$ cat config.mk
export PLATFORM = sky130hd
export DESIGN_NAME = md5_hex_emitter
export DESIGN_NICKNAME = d
export VERILOG_FILES = /design/src/rtl/md5_pkg.sv /design/src/rtl/nibble2ascii.sv /design/src/rtl/md5_hex_emitter.sv
export SDC_FILE = /design/constraint.sdc
export NUM_CORES = 1
export LEC_CHECK = 0
export BUFFER_PORTS_ARGS = -buffer_cell sky130_fd_sc_hd__buf_2
export CORE_UTILIZATION = 45
export DETAILED_ROUTE_END_ITERATION = 12
export PLACE_DENSITY_LB_ADDON = 0.25
export SYNTH_ARGS = -nofsm -noshare
export SYNTH_HDL_FRONTEND = slang
export SYNTH_HIERARCHICAL = 1
export SYNTH_SLANG_ARGS = --single-unit
$ cat constraint.sdc
create_clock -name clk -period 6.2 [get_ports clk]
set_input_delay 0.62 -clock clk [delete_from_list [all_inputs] [get_ports clk]]
set_output_delay 0.62 -clock clk [all_outputs]
set_load 0.1 [all_outputs]
$ cat src/rtl/md5_pkg.sv
// Shared MD5 definitions: emitter state encoding, ASCII constants, MD5 IV
// words (also used by the update path) and the digest nibble selector.
package md5_pkg;

  typedef enum logic [2:0] {
    ST_IDLE     = 3'd0,
    ST_EMIT     = 3'd1,
    ST_GAP_WAIT = 3'd2,
    ST_TERM     = 3'd3,
    ST_FIN      = 3'd4
  } emit_state_e;

  localparam logic [7:0] ASCII_CR  = 8'h0d;
  localparam logic [7:0] ASCII_NUL = 8'h00;

  localparam logic [4:0] LAST_IDX = 5'd31;

  localparam logic [31:0] MD5_IV_A = 32'h67452301;
  localparam logic [31:0] MD5_IV_B = 32'hefcdab89;
  localparam logic [31:0] MD5_IV_C = 32'h98badcfe;
  localparam logic [31:0] MD5_IV_D = 32'h10325476;

  // Pick the idx-th nibble of the digest in canonical MD5 print order:
  // words A..D in turn, bytes little-endian inside a word, high nibble first.
  function automatic logic [3:0] digest_nibble(input logic [127:0] dig,
                                               input logic [4:0]   idx);
    logic [31:0] word_v;
    logic [7:0]  byte_v;
    case (idx[4:3])
      2'd0:    word_v = dig[127:96];
      2'd1:    word_v = dig[95:64];
      2'd2:    word_v = dig[63:32];
      default: word_v = dig[31:0];
    endcase
    case (idx[2:1])
      2'd0:    byte_v = word_v[7:0];
      2'd1:    byte_v = word_v[15:8];
      2'd2:    byte_v = word_v[23:16];
      default: byte_v = word_v[31:24];
    endcase
    return idx[0] ? byte_v[3:0] : byte_v[7:4];
  endfunction

endpackage

$ cat src/rtl/nibble2ascii.sv
// Combinational 4-bit value to ASCII hex digit.
// MD5_HEX_UPPER_EN: when defined, digits a-f become 'A'-'F'; default lowercase.
module nibble2ascii (
  input  logic [3:0] nibble,
  output logic [7:0] ascii
);

`ifdef MD5_HEX_UPPER_EN
  localparam logic [7:0] ALPHA_BASE = 8'h41;
`else
  localparam logic [7:0] ALPHA_BASE = 8'h61;
`endif

  // Digits 0-9 start at '0'; 10-15 start at the letter base.
  always_comb begin
    if (nibble < 4'd10) begin
      ascii = 8'h30 + {4'd0, nibble};
    end else begin
      ascii = ALPHA_BASE + {4'd0, nibble} - 8'd10;
    end
  end

endmodule

$ cat src/rtl/md5_hex_emitter.sv
// Streams a captured 128-bit MD5 digest as 32 ASCII hex characters (plus an
// optional trailing CR) over a valid/ready link to the display writer.
// Letter case follows MD5_HEX_UPPER_EN (see nibble2ascii).
//
// Handshakes: a transfer happens on a rising edge where valid && ready are both
// high. The producer holds valid and data stable until that edge; ready may
// change freely. digest_ready is high only while idle; ascii/ascii_valid are
// registered and remain stable until the sink accepts.
module md5_hex_emitter
  import md5_pkg::*;
#(
  parameter bit          APPEND_CR = 1'b1,
  parameter int unsigned GAP       = 0
) (
  input  logic         clk,
  input  logic         reset,
  input  logic         digest_valid,
  input  logic [127:0] digest,
  output logic         digest_ready,
  output logic [7:0]   ascii,
  output logic         ascii_valid,
  input  logic         ascii_ready,
  output logic         busy,
  output logic         done,
  output logic [2:0]   dbg_state
);

  localparam int unsigned GAP_M1   = (GAP > 0) ? GAP - 1 : 0;
  localparam logic [3:0]  GAP_LOAD = GAP_M1[3:0];

  emit_state_e  state_q, state_d;
  logic [4:0]   idx_q, idx_d;
  logic [3:0]   gap_cnt_q, gap_cnt_d;
  logic [127:0] digest_q, digest_d;
  logic [7:0]   ascii_q, ascii_d;
  logic         ascii_valid_q, ascii_valid_d;
  logic         busy_q, busy_d;
  logic         done_q, done_d;
  logic         digest_ready_q, digest_ready_d;

  logic [4:0]   idx_next;
  logic [127:0] nib_src;
  logic [4:0]   nib_idx;
  logic [3:0]   nib_val;
  logic [7:0]   hex_char;
  logic         accept;

  assign idx_next = (idx_q == LAST_IDX) ? LAST_IDX : idx_q + 5'd1;
  assign accept   = ascii_valid_q && ascii_ready;

  // Choose which nibble the next registered character comes from: the live
  // input at capture, the current index after a gap, otherwise the next index.
  always_comb begin
    nib_src = digest_q;
    nib_idx = idx_next;
    if (state_q == ST_IDLE) begin
      nib_src = digest;
      nib_idx = 5'd0;
    end else if (state_q == ST_GAP_WAIT) begin
      nib_idx = idx_q;
    end
  end

  assign nib_val = digest_nibble(nib_src, nib_idx);

  nibble2ascii u_hex (
    .nibble (nib_val),
    .ascii  (hex_char)
  );

  // Next-state and next-output logic; every output is registered.
  always_comb begin
    state_d        = state_q;
    idx_d          = idx_q;
    gap_cnt_d      = gap_cnt_q;
    digest_d       = digest_q;
    ascii_d        = ascii_q;
    ascii_valid_d  = ascii_valid_q;
    busy_d         = busy_q;
    done_d         = 1'b0;
    digest_ready_d = digest_ready_q;
    case (state_q)
      ST_IDLE: begin
        if (digest_valid && digest_ready_q) begin
          digest_d       = digest;
          idx_d          = 5'd0;
          ascii_d        = hex_char;
          ascii_valid_d  = 1'b1;
          busy_d         = 1'b1;
          digest_ready_d = 1'b0;
          state_d        = ST_EMIT;
        end
      end
      ST_EMIT: begin
        if (accept) begin
          if (idx_q == LAST_IDX) begin
            if (APPEND_CR) begin
              ascii_d = ASCII_CR;
              state_d = ST_TERM;
            end else begin
              ascii_valid_d = 1'b0;
              done_d        = 1'b1;
              state_d       = ST_FIN;
            end
          end else begin
            idx_d = idx_next;
            if (GAP > 0) begin
              ascii_valid_d = 1'b0;
              gap_cnt_d     = GAP_LOAD;
              state_d       = ST_GAP_WAIT;
            end else begin
              ascii_d = hex_char;
            end
          end
        end
      end
      ST_GAP_WAIT: begin
        if (gap_cnt_q == 4'd0) begin
          ascii_d       = hex_char;
          ascii_valid_d = 1'b1;
          state_d       = ST_EMIT;
        end else begin
          gap_cnt_d = gap_cnt_q - 4'd1;
        end
      end
      ST_TERM: begin
        if (accept) begin
          ascii_valid_d = 1'b0;
          done_d        = 1'b1;
          state_d       = ST_FIN;
        end
      end
      ST_FIN: begin
        busy_d         = 1'b0;
        digest_ready_d = 1'b1;
        state_d        = ST_IDLE;
      end
      default: begin
        ascii_valid_d  = 1'b0;
        busy_d         = 1'b0;
        digest_ready_d = 1'b1;
        state_d        = ST_IDLE;
      end
    endcase
  end

  // State and output registers; synchronous reset aborts any job silently.
  always_ff @(posedge clk) begin
    if (reset) begin
      state_q        <= ST_IDLE;
      idx_q          <= 5'd0;
      gap_cnt_q      <= 4'd0;
      digest_q       <= '0;
      ascii_q        <= ASCII_NUL;
      ascii_valid_q  <= 1'b0;
      busy_q         <= 1'b0;
      done_q         <= 1'b0;
      digest_ready_q <= 1'b1;
    end else begin
      state_q        <= state_d;
      idx_q          <= idx_d;
      gap_cnt_q      <= gap_cnt_d;
      digest_q       <= digest_d;
      ascii_q        <= ascii_d;
      ascii_valid_q  <= ascii_valid_d;
      busy_q         <= busy_d;
      done_q         <= done_d;
      digest_ready_q <= digest_ready_d;
    end
  end

  assign digest_ready = digest_ready_q;
  assign ascii        = ascii_q;
  assign ascii_valid  = ascii_valid_q;
  assign busy         = busy_q;
  assign done         = done_q;
  assign dbg_state    = state_q;

endmodule

## After elaboration in Yosys (flattened, before gate mapping)

Index checks and enable logic that the tools add are counted.

- Add/subtract/negate cells: 5
- Magnitude comparators: 1
- Bitwise logic cells: 4
- Multiplexer cells: 31
- Divide/modulo/power cells: 0
- Shifts and indexed selects: 0
- Equality and inequality tests: 15
- Reductions and logical operators: 18
- Multipliers: 0

Operators with widths:

| cell | number |
|---|---|
| two-way mux 128 bit | 1 |
| case mux 32 bit (3 select lines) | 1 |
| case mux 8 bit (3 select lines) | 2 |
| two-way mux 8 bit | 5 |
| two-way mux 5 bit | 6 |
| two-way mux 3 bit | 5 |
| case mux 3 bit (4 select lines) | 1 |
| AND reduction 4 bit | 3 |
| case mux 5 bit (2 select lines) | 1 |
| adder 7 x 4 -> 8 bit (first input constant) | 1 |
| != test 2 bit (second input constant) | 4 |
| subtractor 8 x 4 -> 8 bit (second input constant) | 1 |
| adder 6 x 4 -> 7 bit (first input constant) | 1 |
| equality test 3 x 2 -> 1 bit (second input constant) | 2 |
| AND reduction 2 bit | 3 |
| adder 5 x 1 -> 5 bit (second input constant) | 1 |
| equality test 5 bit (second input constant) | 1 |
| two-way mux 1 bit | 5 |
| AND reduction 5 bit | 1 |
| equality test 2 x 1 -> 1 bit (second input constant) | 2 |
| equality test 2 bit (second input constant) | 2 |
| zero test 2 bit | 2 |
| zero test 4 bit | 1 |
| < comparator 4 bit (second input constant) | 1 |
| 14 further kinds | 21 |

- Memories kept: 0
- Bits in read-only memories: 0
- Bits in registers: 152
- Output and inout bits: 15
- Memory bits (writable): 0
- Word-level logic and storage cells: 83
- Latch bits: 0
- Input bits: 132

## Longest topological paths before layout

Gate-level depths: netlist of run 1.

- Depth in word-level cells: 14
- Gate-level depth with buffers: 17
- Mapped depth without buffers: 14

## Cells and area by module

Netlist of run 1, hierarchy kept.

By module, submodules not included:

| module | times used | area an instance (um^2) | seq. area each (um^2) | cells each |
|---|---|---|---|---|
| md5_hex_emitter | 1 | 7,863.8 | 3,042.9 | 1,078 |
| nibble2ascii | 1 | 122.6 | 0.0 | 17 |

## Least setup slack after synthesis of run 1

OpenSTA, ideal clock, no wires.

- Kind: register -> register
- Start: register state_q[0] (netlist: dbg_state[0])
- End: register ascii_q[2] (netlist: ascii[2])
- Cell stages (with the launch flop): 17
- Arrival time: 3.588 ns
- Data required time: 6.068 ns
- Period minus slack after synthesis: 3.720 ns
- Path slack: 2.480 ns
- Setup time: 0.132 ns
- Buffers on the path: 3
- Cell sequence: dfxtp_1 > buf_4 > o2111a_1 > nand4_2 > and2_1 > buf_6 > buf_6 > o22ai_1 > o22ai_1 > o22a_1 > a31oi_1 > inv_1 > ha_1 > nand3_1 > o21ai_0 > nor3b_1 > nor3_1

- Longest elaborated chain between the ends: 13
- Elaborated cells between the ends (all ways): 30
- Those cells by class: 3 x add/sub; 1 x order compare; 9 x eq/ne; 12 x mux; 5 x reduce/logical

RTL lines:

| what | RTL line | source |
|---|---|---|
| from (decl) | md5_hex_emitter.sv:31 | `emit_state_e state_q, state_d;` |
| from (signal assigned) | md5_hex_emitter.sv:160 | `state_q <= state_d;` |
| equality test 3 x 2 -> 1 bit | md5_hex_emitter.sv:59 | `end else if (state_q == ST_GAP_WAIT) begin` |
| two-way mux 5 bit | md5_hex_emitter.sv:59 |  |
| two-way mux 5 bit | md5_hex_emitter.sv:56 | `if (state_q == ST_IDLE) begin` |
| equality test 2 bit, or another cell as far along | md5_pkg.sv:29 | `case (idx[4:3])` |
| case mux 32 bit (3 select lines) | md5_pkg.sv:29 |  |
| case mux 8 bit (3 select lines) | md5_pkg.sv:35 | `case (idx[2:1])` |
| two-way mux 4 bit * | md5_pkg.sv:41 | `return idx[0] ? byte_v[3:0] : byte_v[7:4];` |
| net nib_val[1] | md5_hex_emitter.sv:44 | `logic [3:0] nib_val;` |
| adder 7 x 4 -> 8 bit | nibble2ascii.sv:19 | `ascii = ALPHA_BASE + {4'd0, nibble} - 8'd10;` |
| subtractor 8 x 4 -> 8 bit | nibble2ascii.sv:19 |  |
| two-way mux 8 bit * | nibble2ascii.sv:16 | `if (nibble < 4'd10) begin` |
| net hex_char[2] | md5_hex_emitter.sv:45 | `logic [7:0] hex_char;` |
| two-way mux 8 bit | md5_hex_emitter.sv:96 | `if (idx_q == LAST_IDX) begin` |
| two-way mux 8 bit | md5_hex_emitter.sv:95 | `if (accept) begin` |
| case mux 8 bit (3 select lines) * | md5_hex_emitter.sv:82 | `case (state_q)` |
| to (signal assigned) | md5_hex_emitter.sv:164 | `ascii_q <= ascii_d;` |
| to (decl) | md5_hex_emitter.sv:35 | `logic [7:0] ascii_q, ascii_d;` |

Mark *: on every way through the listed nets, which the timed path passes. The rest lies on a longest branch. The select of a mux whose other input is x is not followed.
A chain may end at the register's enable or synchronous reset.

## Worst setup path after layout of run 1

- Start: register state_q[2] (netlist: dbg_state[2])
- End: register ascii_q[2] (netlist: ascii[2])

Same word-level chain as after synthesis.

==> results of run 1 <==
## Yosys cell counts (16+ instances only)
master | n | area, sq um
nor4_1 | 24 | 150.1
nand2_1 | 366 | 1374
a21oi_1 | 192 | 960.9
buf_2 | 25 | 125.1
mux2i_1 | 53 | 530.5
o22ai_1 | 20 | 125.1
o21ai_0 | 28 | 140.1
clkbuf_1 | 50 | 187.7
nor2_1 | 23 | 86.33
nor3_1 | 16 | 80.08
dfxtp_1 | 152 | 3043
## worst max-delay path by stage
stage                       from       end  slack, ns  cells past startpoint
global placement    dbg_state[2]  ascii[2]       1.90                     14
floorplan           dbg_state[0]  ascii[2]       2.48                     16
finish              dbg_state[2]  ascii[2]       1.65                     14
detailed placement  dbg_state[2]  ascii[2]       1.79                     14
CTS                 dbg_state[2]  ascii[2]       1.77                     14
global route        dbg_state[2]  ascii[2]       1.42                     15
## where the power goes
part,leakage [nW],switching (W),internal [W],total (W)
sequential,1.24,0.0000452,0.00104,0.00109
combinational,2.33,0.000352,0.000171,0.000523
clock,0.322,0.000440,0.000759,0.00120
total,3.89,0.000837,0.00197,0.00281
## registers in the layout, indices dropped and copies added, names as in the netlist
name and flops:
busy 1, ascii 8, ascii_valid 1, dbg_state 3
done 1, digest_q 128, idx_q 5, digest_ready 1
gap_cnt_q 4
## kinds of logic (layout without fill, tap and decap cells)
group	Yosys count	in the layout	share of synthesized area [%]
and+or+nand+nor	468	468	24.50
AOI/OAI and AO/OA	311	311	23.01
DFF	152	152	38.10
buffers and inverters	101	194	6.361
muxes	54	54	6.925
xor gates and xnor gates	4	4	0.5328
adders and majority gates	3	3	0.4700
other	2	2	0.09403
## routing by layer
metal  global-route usage [%]  wire length (microns)
met1                    39.77                  11670
met2                    38.43                  10520
met3                    6.173                   2182
met4                    9.551                    578
met5                        0                      0
## worst reg2reg max path: cells and delay by family, from the launching register on
family	cells	cell delay, ns
multiplexers	1	0.18
AO/OA/AOI/OAI	5	1.20
AND/OR/NAND/NOR	4	0.73
buffers and inverters	3	1.50
adder cells (fa/ha/maj)	1	0.24
flip-flops	1	0.54
## final cells by class
| type | count | area [sq um] | share of cell area [%] |
|---|---|---|---|
| repair buffers | 155 | 800.8 | 8.621 |
| inverters | 7 | 26.28 | 0.2829 |
| flip-flops and latches | 152 | 3043 | 32.76 |
| multi-input cells | 842 | 4464 | 48.06 |
| well taps | 225 | 281.5 | 3.031 |
| clock buffers | 18 | 429.2 | 4.620 |
| clock inverters | 14 | 244.0 | 2.627 |
## per-stage QoR
stage          cell area [sq um]  hold WS, ns
2_1_floorplan               7986       0.4332
3_3_place_gp                8616       0.4404
3_5_place_dp                8616       0.4445
4_1_cts                     9289       0.4094
5_1_grt                     9289       0.4091
6_report                    9289       0.4212
==> summary.md, run 1 <==
| Metric | Value |
|---|---|
| Normalized max-slew margin | `22.16%` |
| Gr usage total | `27.14%` |
| Final ANT Viol Nets | `0` |
| First-pass GRT wire length | `38.36 mm` |
| Setup Slack @ Placement | `1.785 ns` |
| Cts repair resizes | `0` |
| Overall Power | `0.002811 W` |
| Transition time of the tightest slew-check pin | `1.168 ns` |
| Largest net degree at the start of global routing | `108` |
| Post-synthesis sequential area ratio | `38.10%` |
| Initial antenna violation count | `0` |
| Synth warn | `6` |
| Worst setup SP type | `register` |
| DRC errors left | `0` |
| Worst-path clk slew | `0.07 ns` |
| Hold Fails Final Rpt | `0` |
| Min-Delay Endpoint | `digest_q[18]` |
| Max rail drop VDD | `0.2124 mV` |
| TritonRoute pass-1 iters | `6` |
| Reg2reg path depth | `14` |
| Final WS setup | `1.645 ns` |
| Clk sink count | `152` |
| Most frequent CP cell | `buf_4` |
| Worst Path Buf+Inv | `3` |
| Leakage | `3.891 nW` |
| Mapped Cells | `1095` |
| Max_cap viols | `0` |
| Vias/cell | `5.762` |
| # Post-CTS Setup Buffers | `0` |
| GP Congestion | `0.9085` |
| Post-Syn Area | `0.007986 sq mm` |
| RR Endpoint | `ascii[2]` |
| Crit path max fanout | `57` |
| Crit-path leading delay family | `buffers and inverters` |
| Worst Hold Launch | `digest[18]` |
| Routed length per placed instance | `17.66 microns` |
| Most frequent cells in the layout | `nand2_1, a21oi_1, dfxtp_1, buf_2, mux2i_1` |
| Clk_skew | `0.01081 ns` |
| Highest Clock Rate | `219.5 MHz` |
| Cell chain of the critical path | `nor3_2, buf_4, buf_4, mux2i_1, o31ai_1, o22ai_1, o22a_1, a31oi_1, inv_1, ha_1, nand3_1, o21ai_0, nor3b_1, nor3_1` |
| Syn nets | `1230` |
| Final Critical Period | `4.555 ns` |
| Reg2reg setup slack | `1.65 ns` |
| Share of layout cells above drive strength 1 | `17.26%` |
| Final setup fails | `0` |
| Most common cell after layout, fill and taps aside | `nand2_1` |
| Final period util | `73.47%` |
| Status | `completed` |
| Synth Register Bits | `152` |
| Avg Inst Size Synth | `7.294 sq um` |
| PortBufs | `146` |
| Die area | `0.01828 sq mm` |
| CTS tree | `yes` |
| Initial core utilization | `46.17%` |
| Die Y-Extent | `135.2 microns` |
| Grt ovf | `0` |
| Final TNS setup | `0 ns` |
| Max-slew violations | `0` |
| Cell Rows | `48` |
| Hold Path Stages | `3` |
| Placed cells | `1381` |
| Clk Latency, worst-skew pair | `0.43 ns` |
| Die W | `135.2 microns` |
| Worst Hold Class | `in -> reg` |
| RR Startpoint | `dbg_state[2]` |
| Crit-path max cell delay | `0.71 ns` |
| Root buffer cell | `clkbuf_16` |
| Vias in the first global route | `7149` |
| Critical path capture point type | `register` |
| Asr flop ratio synth | `0%` |
| Top_reg_cell synth | `dfxtp_1` |
| Ant diodes | `0` |
| Number of flops mapped to enable cells by yosys | `0` |
| Non-filler instance count after layout | `1413` |
| CP Class | `reg -> reg` |
| H-tree depth | `4` |
| Post-synthesis cell type count | `65` |
| Critical path required time | `6.47 ns` |
| Via count | `8142` |
| Post-detailed-routing wire length | `24.95 mm` |
| Synth-to-Final Area Change | `16.31%` |
| CP arrival | `4.82 ns` |
| Core area | `0.01730 sq mm` |
| Pwr dens | `302.7 mW/mm^2` |
| IO Count | `147` |
| # nets final | `1310` |
| Final Util | `53.70%` |
| CTS Buf Count | `17` |
| DRT iter0 DRCs | `821` |
| Unrepaired setup endpoints after global routing | `no` |
| Clock Tree Buf Depth | `2` |
| Hold Buf Count CTS | `0` |
| Fillers | `1710` |
| DP Wirelength | `16.56 mm` |
| Slowest stage cell, crit path | `buf_4` |
(Power assumes the default switching activity.)
==> run 2: changes to the inputs <==
==> constraint.sdc (replaced) <==
create_clock -name clk -period 3.9 [get_ports clk]
set_input_delay 0.39 -clock clk [delete_from_list [all_inputs] [get_ports clk]]
set_output_delay 0.39 -clock clk [all_outputs]
set_load 0.1 [all_outputs]
==> run 2 against run 1 <==
Count of clock-buffer cells in the layout is 2 higher. Cell count is 0.85% higher. Setup slack worse by 1.4 ns. Final area rose by 1.8%. Clock skew shrank 0.0046 ns. Highest routed layer unchanged. Sequential power up 59%.
==> summary.md, run 2 (synthesis results as in run 1) <==
| Metric | Value |
|---|---|
| CTS Buf Count | `17` |
| Vias/cell | `5.684` |
| Max_cap viols | `0` |
| Highest Clock Rate | `275.9 MHz` |
| Post-detailed-routing wire length | `24.32 mm` |
| Area after DPL | `0.008806 sq mm` |
| Crit-path max cell delay | `0.53 ns` |
| Share of layout cells above drive strength 1 | `18.67%` |
| DRT iter0 DRCs | `991` |
| Slowest stage cell, crit path | `dfxtp_1` |
| Hold Path Stages | `3` |
| GRT met2 Usage | `38.83%` |
| Reg2reg path depth | `15` |
| GP Congestion | `0.9452` |
| GRT met3 Usage | `5.238%` |
| CP Class | `reg -> reg` |
| TritonRoute pass-1 iters | `6` |
| Die area | `0.01828 sq mm` |
| Die W | `135.2 microns` |
| Die Y-Extent | `135.2 microns` |
| Largest register FFs | `128` |
| Final period util | `92.95%` |
| Most frequent cells in the layout | `nand2_1, a21oi_1, dfxtp_1, buf_2, mux2i_1` |
| Unrepaired setup endpoints after global routing | `no` |
| DP Wirelength | `17.06 mm` |
| Reg with most FFs | `digest_q` |
| IO Count | `147` |
| Overall Power | `0.004266 W` |
| Cell chain of the critical path | `ha_2, and3b_1, mux2i_4, and3_1, buf_4, nor3_1, nor4_2, o22a_1, a31oi_1, inv_1, ha_1, a21bo_2, o21ai_0, nor3b_1, nor3_1` |
| Final setup fails | `0` |
| Gr usage total | `26.83%` |
| RR Endpoint | `ascii[2]` |
| Max rail drop VDD | `0.3375 mV` |
| Worst Hold Launch | `digest[31]` |
| Met1 Track Usage GR | `39.20%` |
| Clk_skew | `0.006181 ns` |
| Fillers | `1666` |
| Vias in the first global route | `7086` |
| Normalized max-slew margin | `50.69%` |
| Min-Delay Endpoint | `digest_q[31]` |
| Final Util | `54.64%` |
| Most common cell after layout, fill and taps aside | `nand2_1` |
| Final ANT Viol Nets | `0` |
| Initial core utilization | `46.17%` |
| Max-slew violations | `0` |
| Via count | `8100` |
| Ant diodes | `0` |
| # Post-CTS Setup Buffers | `0` |
| Final Critical Period | `3.625 ns` |
| Placed cells | `1393` |
| Leakage | `3.971 nW` |
| Initial antenna violation count | `0` |
| Root buffer cell | `clkbuf_16` |
| Core area | `0.01730 sq mm` |
| Worst setup SP type | `register` |
| Crit path max fanout | `13` |
| Status | `completed` |
| CTS tree | `yes` |
| DRC errors left | `0` |
| Clk Latency, worst-skew pair | `0.43 ns` |
| Reg2reg setup slack | `0.28 ns` |
| Clk sink count | `152` |
| Pwr dens | `451.4 mW/mm^2` |
| Transition time of the tightest slew-check pin | `0.7362 ns` |
| Cell Rows | `48` |
| Final TNS setup | `0 ns` |
| Non-filler instance count after layout | `1425` |
| Synth-to-Final Area Change | `18.35%` |
| Critical path capture point type | `register` |
| PortBufs | `146` |
| Routed length per placed instance | `17.07 microns` |
| RR Startpoint | `idx_q[0]` |
| CP arrival | `3.92 ns` |
| Clock Tree Buf Depth | `2` |
| Largest net degree at the start of global routing | `123` |
| Worst Hold Class | `in -> reg` |
| # nets final | `1322` |
| GRT busiest layer | `met1` |
| H-tree depth | `4` |
| Critical path required time | `4.20 ns` |
| Most frequent CP cell | `nor3_1` |
| First-pass GRT wire length | `37.77 mm` |
| Worst-path clk slew | `0.06 ns` |
| Hold Fails Final Rpt | `0` |
| Grt ovf | `0` |
| Finished layout cell area | `0.009452 sq mm` |
-- run 2: how the worst max path moves through the flow --
stage,startpoint,slack [ns],end
floorplan,dbg_state[0],0.18,ascii[2]
global placement,idx_q[1],0.20,ascii[0]
detailed placement,idx_q[0],0.12,ascii[0]
CTS,idx_q[0],0.11,ascii[0]
global route,idx_q[1],0.01,ascii[2]
finish,idx_q[0],0.28,ascii[2]
-- run 2: critical path: cells and delay by family, from the launching register on --
family	cells	cell delay, ns
AOI/OAI and AO/OA	4	0.52
adders and majority gates	2	0.55
buffers and inverters	2	0.35
DFF	1	0.53
muxes	1	0.28
and+or+nand+nor	6	1.26
-- run 2: area by class of cell --
type	instances	area (sq um)	area share, %
Clock buffer	20	466.7	4.938
Clock inverter	12	140.1	1.483
Inverter	7	26.28	0.2780
Multi-Input combinational cell	842	4503	47.64
Sequential cell	152	3043	32.19
Tap cell	225	281.5	2.979
Timing Repair Buffer	167	991.0	10.48
-- run 2: repair_timing --
| action | CTS | global route |
|---|---|---|
| gates resized for setup | 0 | 7 |
| setup endpoints to repair | 0 | 5 |
| hold buffers | 0 | 0 |
-- run 2: metal layers --
metal	vias to the layer above	part of all wire (%)	wire length (microns)
li1	3979	-	-
met1	3762	46	11240
met2	330	43	10560
met3	29	8.5	2067
met4	0	1.9	461
met5	-	0	0
-- run 2: through the flow --
stage               setup slack [ns]  hold slack, ns
CTS                           0.1088          0.1790
floorplan                     0.1798          0.4332
finish                        0.2751          0.1940
global placement              0.2007          0.4406
detailed placement            0.1181          0.4456
global route                 0.01385          0.1932
-- run 2: where the power goes --
part           total (W)  internal [W]  switching, W  leakage (nW)
clock            0.00167      0.000999      0.000674         0.289
combinational   0.000863      0.000296      0.000567          2.44
sequential       0.00173       0.00166     0.0000703          1.24
total            0.00427       0.00295       0.00131          3.97
